<file path="config.mk">
export PLATFORM = sky130hd
export DESIGN_NAME = mdu_ctrl
export DESIGN_NICKNAME = d
export VERILOG_FILES = /design/src/rtl/mdu_pkg.sv /design/src/rtl/mdu_divider.sv /design/src/rtl/mdu_ctrl.sv
export SDC_FILE = /design/constraint.sdc
export NUM_CORES = 2
export LEC_CHECK = 0
export BUFFER_PORTS_ARGS = -buffer_cell sky130_fd_sc_hd__buf_2
export CORE_UTILIZATION = 59
export CTS_BUF_LIST = sky130_fd_sc_hd__clkbuf_4 sky130_fd_sc_hd__clkbuf_8
export CTS_CLUSTER_SIZE = 8
export DETAILED_ROUTE_END_ITERATION = 10
export PLACE_DENSITY = 0.8
export SLEW_MARGIN = 10
export SYNTH_ARGS = -nofsm -noshare
export SYNTH_HDL_FRONTEND = slang
export SYNTH_SLANG_ARGS = --single-unit
export TNS_END_PERCENT = 50
</file>
<file path="constraint.sdc">
create_clock -name clk -period 8.79 [get_ports clk]
set_input_delay 1.3185 -clock clk [delete_from_list [all_inputs] [get_ports clk]]
set_output_delay 1.3185 -clock clk [all_outputs]
set_load 0.01 [all_outputs]
</file>
<file path="src/rtl/mdu_pkg.sv">
// Shared types and constants for the multiply/divide unit.
// Op encoding, controller state encoding and divider step count.
package mdu_pkg;

  typedef enum logic [2:0] {
    MDU_MULT  = 3'd0,
    MDU_MULTU = 3'd1,
    MDU_DIV   = 3'd2,
    MDU_DIVU  = 3'd3,
    MDU_MTHI  = 3'd4,
    MDU_MTLO  = 3'd5
  } mdu_op_t;

  typedef enum logic [1:0] {
    IDLE = 2'd0,
    MUL  = 2'd1,
    DIV  = 2'd2
  } mdu_state_t;

  localparam int MDU_DIV_STEPS = 32;

  // Ops that hold the pipeline until HI/LO are written.
  function automatic logic is_long_op(mdu_op_t o);
    return (o == MDU_MULT) || (o == MDU_MULTU) || (o == MDU_DIV) || (o == MDU_DIVU);
  endfunction

endpackage

</file>
<file path="src/rtl/mdu_divider.sv">
// Iterative restoring divider: one quotient bit per step on operand magnitudes,
// with sign correction applied to the outputs of the step currently in progress.
module mdu_divider
  import mdu_pkg::*;
(
  input  logic        clk,
  input  logic        resetn,
  input  logic        load,
  input  logic        step,
  input  logic        is_signed,
  input  logic [31:0] dividend,
  input  logic [31:0] divisor,
  output logic        last_step,
  output logic [31:0] quotient,
  output logic [31:0] remainder
);

  logic [31:0] rem_reg, quo_reg, dvsr_reg;
  logic [4:0]  cnt_reg;
  logic        neg_q_reg, neg_r_reg, dz_reg;

  logic        a_neg, b_neg, fits;
  logic [32:0] rem_shift, diff;
  logic [31:0] rem_next, quo_next;

  assign a_neg = is_signed & dividend[31];
  assign b_neg = is_signed & divisor[31];

  // The dividend bits shift out of the quotient register into the remainder.
  always_comb begin
    rem_shift = {rem_reg, quo_reg[31]};
    diff      = rem_shift - {1'b0, dvsr_reg};
    fits      = (rem_shift >= {1'b0, dvsr_reg});
    rem_next  = fits ? diff[31:0] : rem_shift[31:0];
    quo_next  = {quo_reg[30:0], fits};
  end

  assign last_step = (cnt_reg == 5'(MDU_DIV_STEPS - 1));
  // Zero divisor: quotient forced to all ones, remainder naturally equals the dividend.
  assign quotient  = dz_reg ? 32'hFFFF_FFFF : (neg_q_reg ? -quo_next : quo_next);
  assign remainder = neg_r_reg ? -rem_next : rem_next;

  always_ff @(posedge clk or negedge resetn) begin
    if (!resetn) begin
      rem_reg   <= '0;
      quo_reg   <= '0;
      dvsr_reg  <= '0;
      cnt_reg   <= '0;
      neg_q_reg <= 1'b0;
      neg_r_reg <= 1'b0;
      dz_reg    <= 1'b0;
    end else if (load) begin
      rem_reg   <= '0;
      quo_reg   <= a_neg ? -dividend : dividend;
      dvsr_reg  <= b_neg ? -divisor : divisor;
      cnt_reg   <= '0;
      neg_q_reg <= a_neg ^ b_neg;
      neg_r_reg <= a_neg;
      dz_reg    <= (divisor == 32'd0);
    end else if (step) begin
      rem_reg   <= rem_next;
      quo_reg   <= quo_next;
      cnt_reg   <= cnt_reg + 5'd1;
    end
  end

endmodule

</file>
<file path="src/rtl/mdu_ctrl.sv">
// Multiply/divide controller: FSM, multiplier operand latches, HI/LO registers,
// stall request and completion pulse; iterative divide delegated to mdu_divider.
module mdu_ctrl
  import mdu_pkg::*;
(
  input  logic        clk,
  input  logic        resetn,
  input  logic        start,
  input  mdu_op_t     op,
  input  logic [31:0] a,
  input  logic [31:0] b,
  input  logic        flush,
  output logic        busy,
  output logic        done,
  output logic [31:0] hi,
  output logic [31:0] lo
);

  mdu_state_t  state_reg, state_next;
  logic [31:0] mul_a_reg, mul_b_reg, hi_reg, lo_reg;
  logic        mul_signed_reg, done_reg;
  logic        accept, div_load, div_step, div_last;
  logic [31:0] div_q, div_r;
  logic [63:0] ext_a, ext_b, prod;

  // A start while done is high is the finished instruction still sitting in E.
  assign accept = start & ~flush & (state_reg == IDLE) & ~done_reg;

  always_comb begin
    state_next = state_reg;
    div_load   = 1'b0;
    if (flush) begin
      state_next = IDLE;
    end else begin
      case (state_reg)
        IDLE: begin
          if (accept) begin
            case (op)
              MDU_MULT, MDU_MULTU: state_next = MUL;
              MDU_DIV, MDU_DIVU: begin
                state_next = DIV;
                div_load   = 1'b1;
              end
              default: state_next = IDLE;
            endcase
          end
        end
        MUL:     state_next = IDLE;
        DIV:     if (div_last) state_next = IDLE;
        default: state_next = IDLE;
      endcase
    end
    busy = (accept & is_long_op(op)) | (state_reg != IDLE);
  end

  always_ff @(posedge clk or negedge resetn) begin
    if (!resetn) state_reg <= IDLE;
    else         state_reg <= state_next;
  end

  // Sign-extend only for MULT so one 64-bit multiplier serves both flavours.
  assign ext_a = {{32{mul_signed_reg & mul_a_reg[31]}}, mul_a_reg};
  assign ext_b = {{32{mul_signed_reg & mul_b_reg[31]}}, mul_b_reg};
  assign prod  = ext_a * ext_b;

  assign div_step = (state_reg == DIV);

  always_ff @(posedge clk or negedge resetn) begin
    if (!resetn) begin
      mul_a_reg      <= '0;
      mul_b_reg      <= '0;
      mul_signed_reg <= 1'b0;
      hi_reg         <= '0;
      lo_reg         <= '0;
      done_reg       <= 1'b0;
    end else begin
      done_reg <= 1'b0;
      if (!flush) begin
        case (state_reg)
          IDLE: begin
            if (accept) begin
              case (op)
                MDU_MULT, MDU_MULTU: begin
                  mul_a_reg      <= a;
                  mul_b_reg      <= b;
                  mul_signed_reg <= (op == MDU_MULT);
                end
                MDU_MTHI: hi_reg <= a;
                MDU_MTLO: lo_reg <= a;
                default: ;
              endcase
            end
          end
          MUL: begin
            hi_reg   <= prod[63:32];
            lo_reg   <= prod[31:0];
            done_reg <= 1'b1;
          end
          DIV: begin
            if (div_last) begin
              hi_reg   <= div_r;
              lo_reg   <= div_q;
              done_reg <= 1'b1;
            end
          end
          default: ;
        endcase
      end
    end
  end

  mdu_divider u_div (
    .clk       (clk),
    .resetn    (resetn),
    .load      (div_load),
    .step      (div_step),
    .is_signed (op == MDU_DIV),
    .dividend  (a),
    .divisor   (b),
    .last_step (div_last),
    .quotient  (div_q),
    .remainder (div_r)
  );

  assign done = done_reg;
  assign hi   = hi_reg;
  assign lo   = lo_reg;

endmodule

</file>
After elaboration in Yosys (flattened, before gate mapping)
Cells that the tools add are included.
- register bits after elaboration: 236
- word-level logic and storage cells: 95
- add/subtract/negate cells: 6
- multiply operators: 1
- magnitude comparators: 1
- equality and inequality tests: 14
- mux-type cells: 32
- bitwise operators: 12
- reduce and logical (&&, ||, !) cells: 15
- operators with widths (operator ; number):
    two-way mux 32 bit ; 16
    case mux 32 bit (3 select lines) ; 2
    negator 32 bit ; 4
    multiplier 33 x 33 -> 64 bit ; 1
    greater-or-equal comparator 33 x 32 -> 1 bit ; 1
    zero test 32 bit ; 1
    subtractor 32 bit ; 1
    two-way mux 5 bit ; 2
    AND reduction 5 bit ; 2
    AND 1 bit ; 8
    case mux 2 bit (2 select lines) ; 2
    == test 3 x 2 -> 1 bit, second input constant ; 2
    == test 3 bit, second input constant ; 2
    two-way mux 1 bit ; 6
    two-way mux 2 bit ; 3
    inequality test 2 x 1 -> 1 bit, second input constant ; 3
    adder 5 x 1 -> 5 bit, second input constant ; 1
    == test 5 bit, second input constant ; 1
    AND reduction 4 bit ; 1
    nonzero test 2 bit ; 2
    OR reduction 2 bit ; 2
    == test 3 x 1 -> 1 bit, second input constant ; 1
    zero test 3 bit ; 1
    logical OR 1 bit ; 3
    other kinds (12) ; 13

Longest topological paths before layout
- depth in word-level cells: 8
- depth in mapped cells: 31
- mapped depth without buffers: 29

By module
A second synthesis with hierarchy kept.
- cells, all modules: 6067
- area, all modules: 54220.8 um^2
- by module, submodules not included (module ; instances ; cells an instance ; area an instance (um^2) ; seq. area each (um^2)):
    mdu_ctrl ; 1 ; 4816 ; 44395.1 ; 3303.2
    mdu_divider ; 1 ; 1251 ; 9825.7 ; 2602.5

Worst setup path before layout
No wires, ideal clock.
- kind: reg2reg
- from: register mul_a_reg[31]
- to: register hi_reg[28] (netlist: hi[28])
- data arrival time: 8004 ps
- required time: 8710 ps
- path slack: 707 ps
- cell stages (with the launch flop): 29
- cell sequence: dfrtp_1 -> clkbuf_1 -> and2_1 -> clkbuf_1 -> nand2_1 -> inv_1 -> fa_1 -> fa_1 -> fa_1 -> fa_1 -> inv_1 -> fa_1 -> inv_1 -> fa_1 -> inv_1 -> fa_1 -> fa_1 -> inv_1 -> ha_1 -> clkbuf_1 -> a21o_1 -> a211o_1 -> a41oi_1 -> nor2b_1 -> a31oi_1 -> o311ai_0 -> xnor2_1 -> o31a_1 -> o22ai_2
- longest elaborated chain between the ends: 3
- RTL lines (what ; line ; RTL):
    start, declared ; mdu_ctrl.sv:20 ; logic [31:0] mul_a_reg, mul_b_reg, hi_reg, lo_reg;
    start signal, assigned ; mdu_ctrl.sv:70 ; mul_a_reg <= '0;
    start signal, assigned ; mdu_ctrl.sv:84 ; mul_a_reg <= a;
    AND 1 bit ; mdu_ctrl.sv:62 ; assign ext_a = {{32{mul_signed_reg & mul_a_reg[31]}}, mul_a_reg};
    multiplier 33 x 33 -> 64 bit * ; mdu_ctrl.sv:64 ; assign prod = ext_a * ext_b;
    case mux 32 bit (3 select lines) * ; mdu_ctrl.sv:79 ; case (state_reg)
    end signal, assigned ; mdu_ctrl.sv:95 ; hi_reg <= prod[63:32];
    end signal, assigned ; mdu_ctrl.sv:101 ; hi_reg <= div_r;
    end, declared ; mdu_ctrl.sv:20 ;
Mark *: on every way between the ends. The rest lies on a longest branch, timed or not.
A chain may end at the register's enable or synchronous reset.

Worst setup path after layout
- from: register mul_a_reg[21]
- to: register hi_reg[13] (netlist: hi[13])
- longest elaborated chain between the ends: 2
- RTL lines (what ; line):
    multiplier 33 x 33 -> 64 bit ; mdu_ctrl.sv:64
    case mux 32 bit (3 select lines) ; mdu_ctrl.sv:79
No other way between the ends.

==> metrics.md <==
| Metric | Value |
|---|---|
| Run status | completed |
| RePlAce Congestion | 1.01 |
| WL final | 157000 um |
| Iter 0 DRT Violations | 4332 |
| Global-route wire length before repair | 253000 um |
| Die Wd | 304 um |
| FFs w/ async S/R, synth | 100% |
| Post-synthesis cell count | 6019 |
| Main combinational cell family by area after synthesis | adder cells |
| Vias/cell | 5.95 |
| CP Max Fanout | 22 |
| # fillers | 7331 |
| Post-synth EDFFs | 0 |
| Fin Hold WS | 471 ps |
| WP data required | 9250 ps |
| Final setup TNS | 0 ps |
| Synth unique cells | 93 |
| Reg area | 5930 um^2 |
| Fraction of layout cells with a size suffix above 1 | 8.33% |
| Average size of a mapped cell | 8.92 um^2 |
| Global Route Usage Sum | 35.3% |
| Worst slew pin tran | 1280 ps |
| DRT antenna net count | 0 |
| Clock sink total | 236 |
| Initial antenna violation count | 4 |
| Initial DRT Pass Iterations | 6 |
| Most frequent cells in the layout | 1192 x inv_1, 1126 x fa_1, 935 x nand2_1, 363 x and2_1, 251 x ha_1 |
| Fin. Hold Viols | 0 |
| # IOs | 137 |
| Multi-input gate area | 42100 um^2 |
| WS Path Type | reg2reg |
| Clk buf depth | 3 |
| Post-synth top flop | dfrtp_1 |
| CTS root buf | clkbuf_8 |
| Final setup vio count | 0 |
| Die ar. | 92200 um^2 |
| CTS H-Tree Depth | 2 |
| Simple logic cell fraction of the synthesized area | 15.8% |
| Commonest non-fill, non-tap cell in the layout | inv_1 |
| Initial Util | 59.6% |
| Insertion delay to the later sink of the worst-skew pair | 630 ps |
| Crit path DAT | 9120 ps |
| R2R Setup Slk | 120 ps |
| GRT Residual Overflow | 0 |
| Dpl cells | 7138 |
| Fin nets | 7461 |
| XOR/XNOR Fraction of Synth Area | 3.33% |
| Total number of vias | 42.9k |
| Site Rows | 110 |
| DIE HEIGHT | 304 um |
| Max Cap Viol | 0 |
| CP Capture Type | flop |
| Achievable Freq | 115 MHz |
| Non-Filler Instances | 7216 |
| WL/cell | 21.8 um |
| Post-Synth Adder-Cell Area | 47.9% |
| Worst Clk Skew | 46.4 ps |
| Mux share of post-synthesis cell area | 2.31% |
| Final critical-path share of the clock period | 98.6% |
| Dpl hpwl | 127000 um |
| Yosys warnings | 0 |
| Synth Area in Compound Gates | 8.88% |
| Post-synthesis register bit count | 236 |
| Final Slew Violations | 0 |
| Largest net degree at the start of global routing | 89 |
| Slew HR | 14.9% |
| TritonCTS clock tree | done |
| Synthesis-to-finish area growth | 6.21% |
| CTS Buf Count | 44 |
| Hold Path Class | reg2reg |
| Syn Nets | 7470 |
| Vias in the first global route | 45.4k |
| I/O Buffers | 136 |
| Core ar. | 90000 um^2 |
| Mapped Area | 53700 um^2 |
| Final Core Density | 63.3% |
| Remaining DRCs | 0 |
| Startpoint Class | flop |
| Final min period | 8670 ps |
| Sequential area share after synthesis | 11.0% |
| Worst-path clk slew | 60 ps |
## critical path, cell delays in order (launching register included)
cell	delay, ps
dfrtp_1	410
buf_4	220
buf_4	370
nand2_1	120
fa_1	470
fa_1	540
inv_1	50
fa_1	560
fa_1	450
fa_1	590
inv_1	70
fa_1	500
inv_1	70
fa_1	490
fa_1	450
ha_1	400
and3_1	250
and2_1	190
a2111oi_2	380
buf_4	180
o211ai_1	80
o21ai_1	260
nand2_1	110
xor2_1	190
a221oi_1	1010
o31ai_1	100
## path summary, 6_finish.rpt
| kind | startpoint | endpoint | cells past startpoint |
|---|---|---|---|
| worst min register to register | lo[1] | lo[1] | 1 |
| worst min-delay path | lo[1] | lo[1] | 1 |
| worst max-delay path | mul_a_reg[21] | hi[13] | 25 |
| worst max register to register | mul_a_reg[21] | hi[13] | 25 |
| max in group asynchronous | resetn | mul_a_reg[11] | 2 |
| min in group asynchronous | resetn | hi[31] | 1 |
## metal layers
metal  routed length [um]  GRT usage, %  share of wire [%]  up-vias
li1                     -             -                  -    18400
met1                60100          47.0                 38    21600
met2                71800          55.5                 46     2415
met3                15900          6.72                 10      498
met4                 9320          18.0                5.9        0
met5                    0             0                  0        -
## area by class of cell
class | count | share of cell area [%]
diodes | 1 | 0.00439
clock buffers | 66 | 1.48
clock inverters | 9 | 0.261
inverters | 1193 | 7.85
multi-input cells | 4246 | 73.8
flip-flops and latches | 236 | 10.4
well taps | 1176 | 2.58
repair buffers | 289 | 3.61
## cells in the mapped netlist, drive strengths merged, types with 10 or more instances
cell	number	area share (%)
a31oi	24	0.28
inv	1193	8.3
or2	21	0.25
xor2	66	1.1
o21bai	11	0.15
nor2b	18	0.21
o211ai	22	0.31
mux2i	54	1.0
o21a	10	0.14
nor4	24	0.30
clkbuf	324	2.3
and2	364	4.2
buf	20	0.17
mux2	62	1.3
or3	23	0.28
a21oi	151	1.4
fa	1126	42
xnor2	138	2.3
nor3	41	0.38
dfrtp	236	11
nand2b	23	0.27
nand4	21	0.24
a21o	52	0.73
o21ai	252	2.3
o31a	10	0.16
ha	254	5.9
a311oi	13	0.22
a221oi	18	0.29
o41ai	17	0.33
o31ai	39	0.56
and3	33	0.38
or4	13	0.19
nand3	49	0.47
a211oi	45	0.63
nor2	203	1.4
nand2	938	6.6
## logic make-up (layout without fill, tap and decap cells)
group	after synthesis	after routing
buffers and inverters	1537	1557
and+or+nand+nor	1805	1805
xor gates and xnor gates	204	204
adders and majority gates	1380	1380
DFF	236	236
AOI/OAI and AO/OA	741	741
muxes	116	116
other	0	1
## metrics by stage
step | area (um^2) | worst slack (ps)
after floorplan | 53700 | 707
after global placement | 55900 | 67.6
after detailed placement | 55900 | -6.11
after CTS | 56900 | 17.5
after global routing | 57000 | -21.3
final | 57000 | 124
## timing repair
action                                  in CTS  in global routing
endpoints found under the setup margin       1                 21
hold buffers                                 0                  0
resized for setup                            1                 41
pin swaps                                    0                  1
buffers inserted                             0                  2
Power is left out: the tool's default activity adds up to more than one toggle a clock period on the data nets, which glitch-free logic cannot reach.
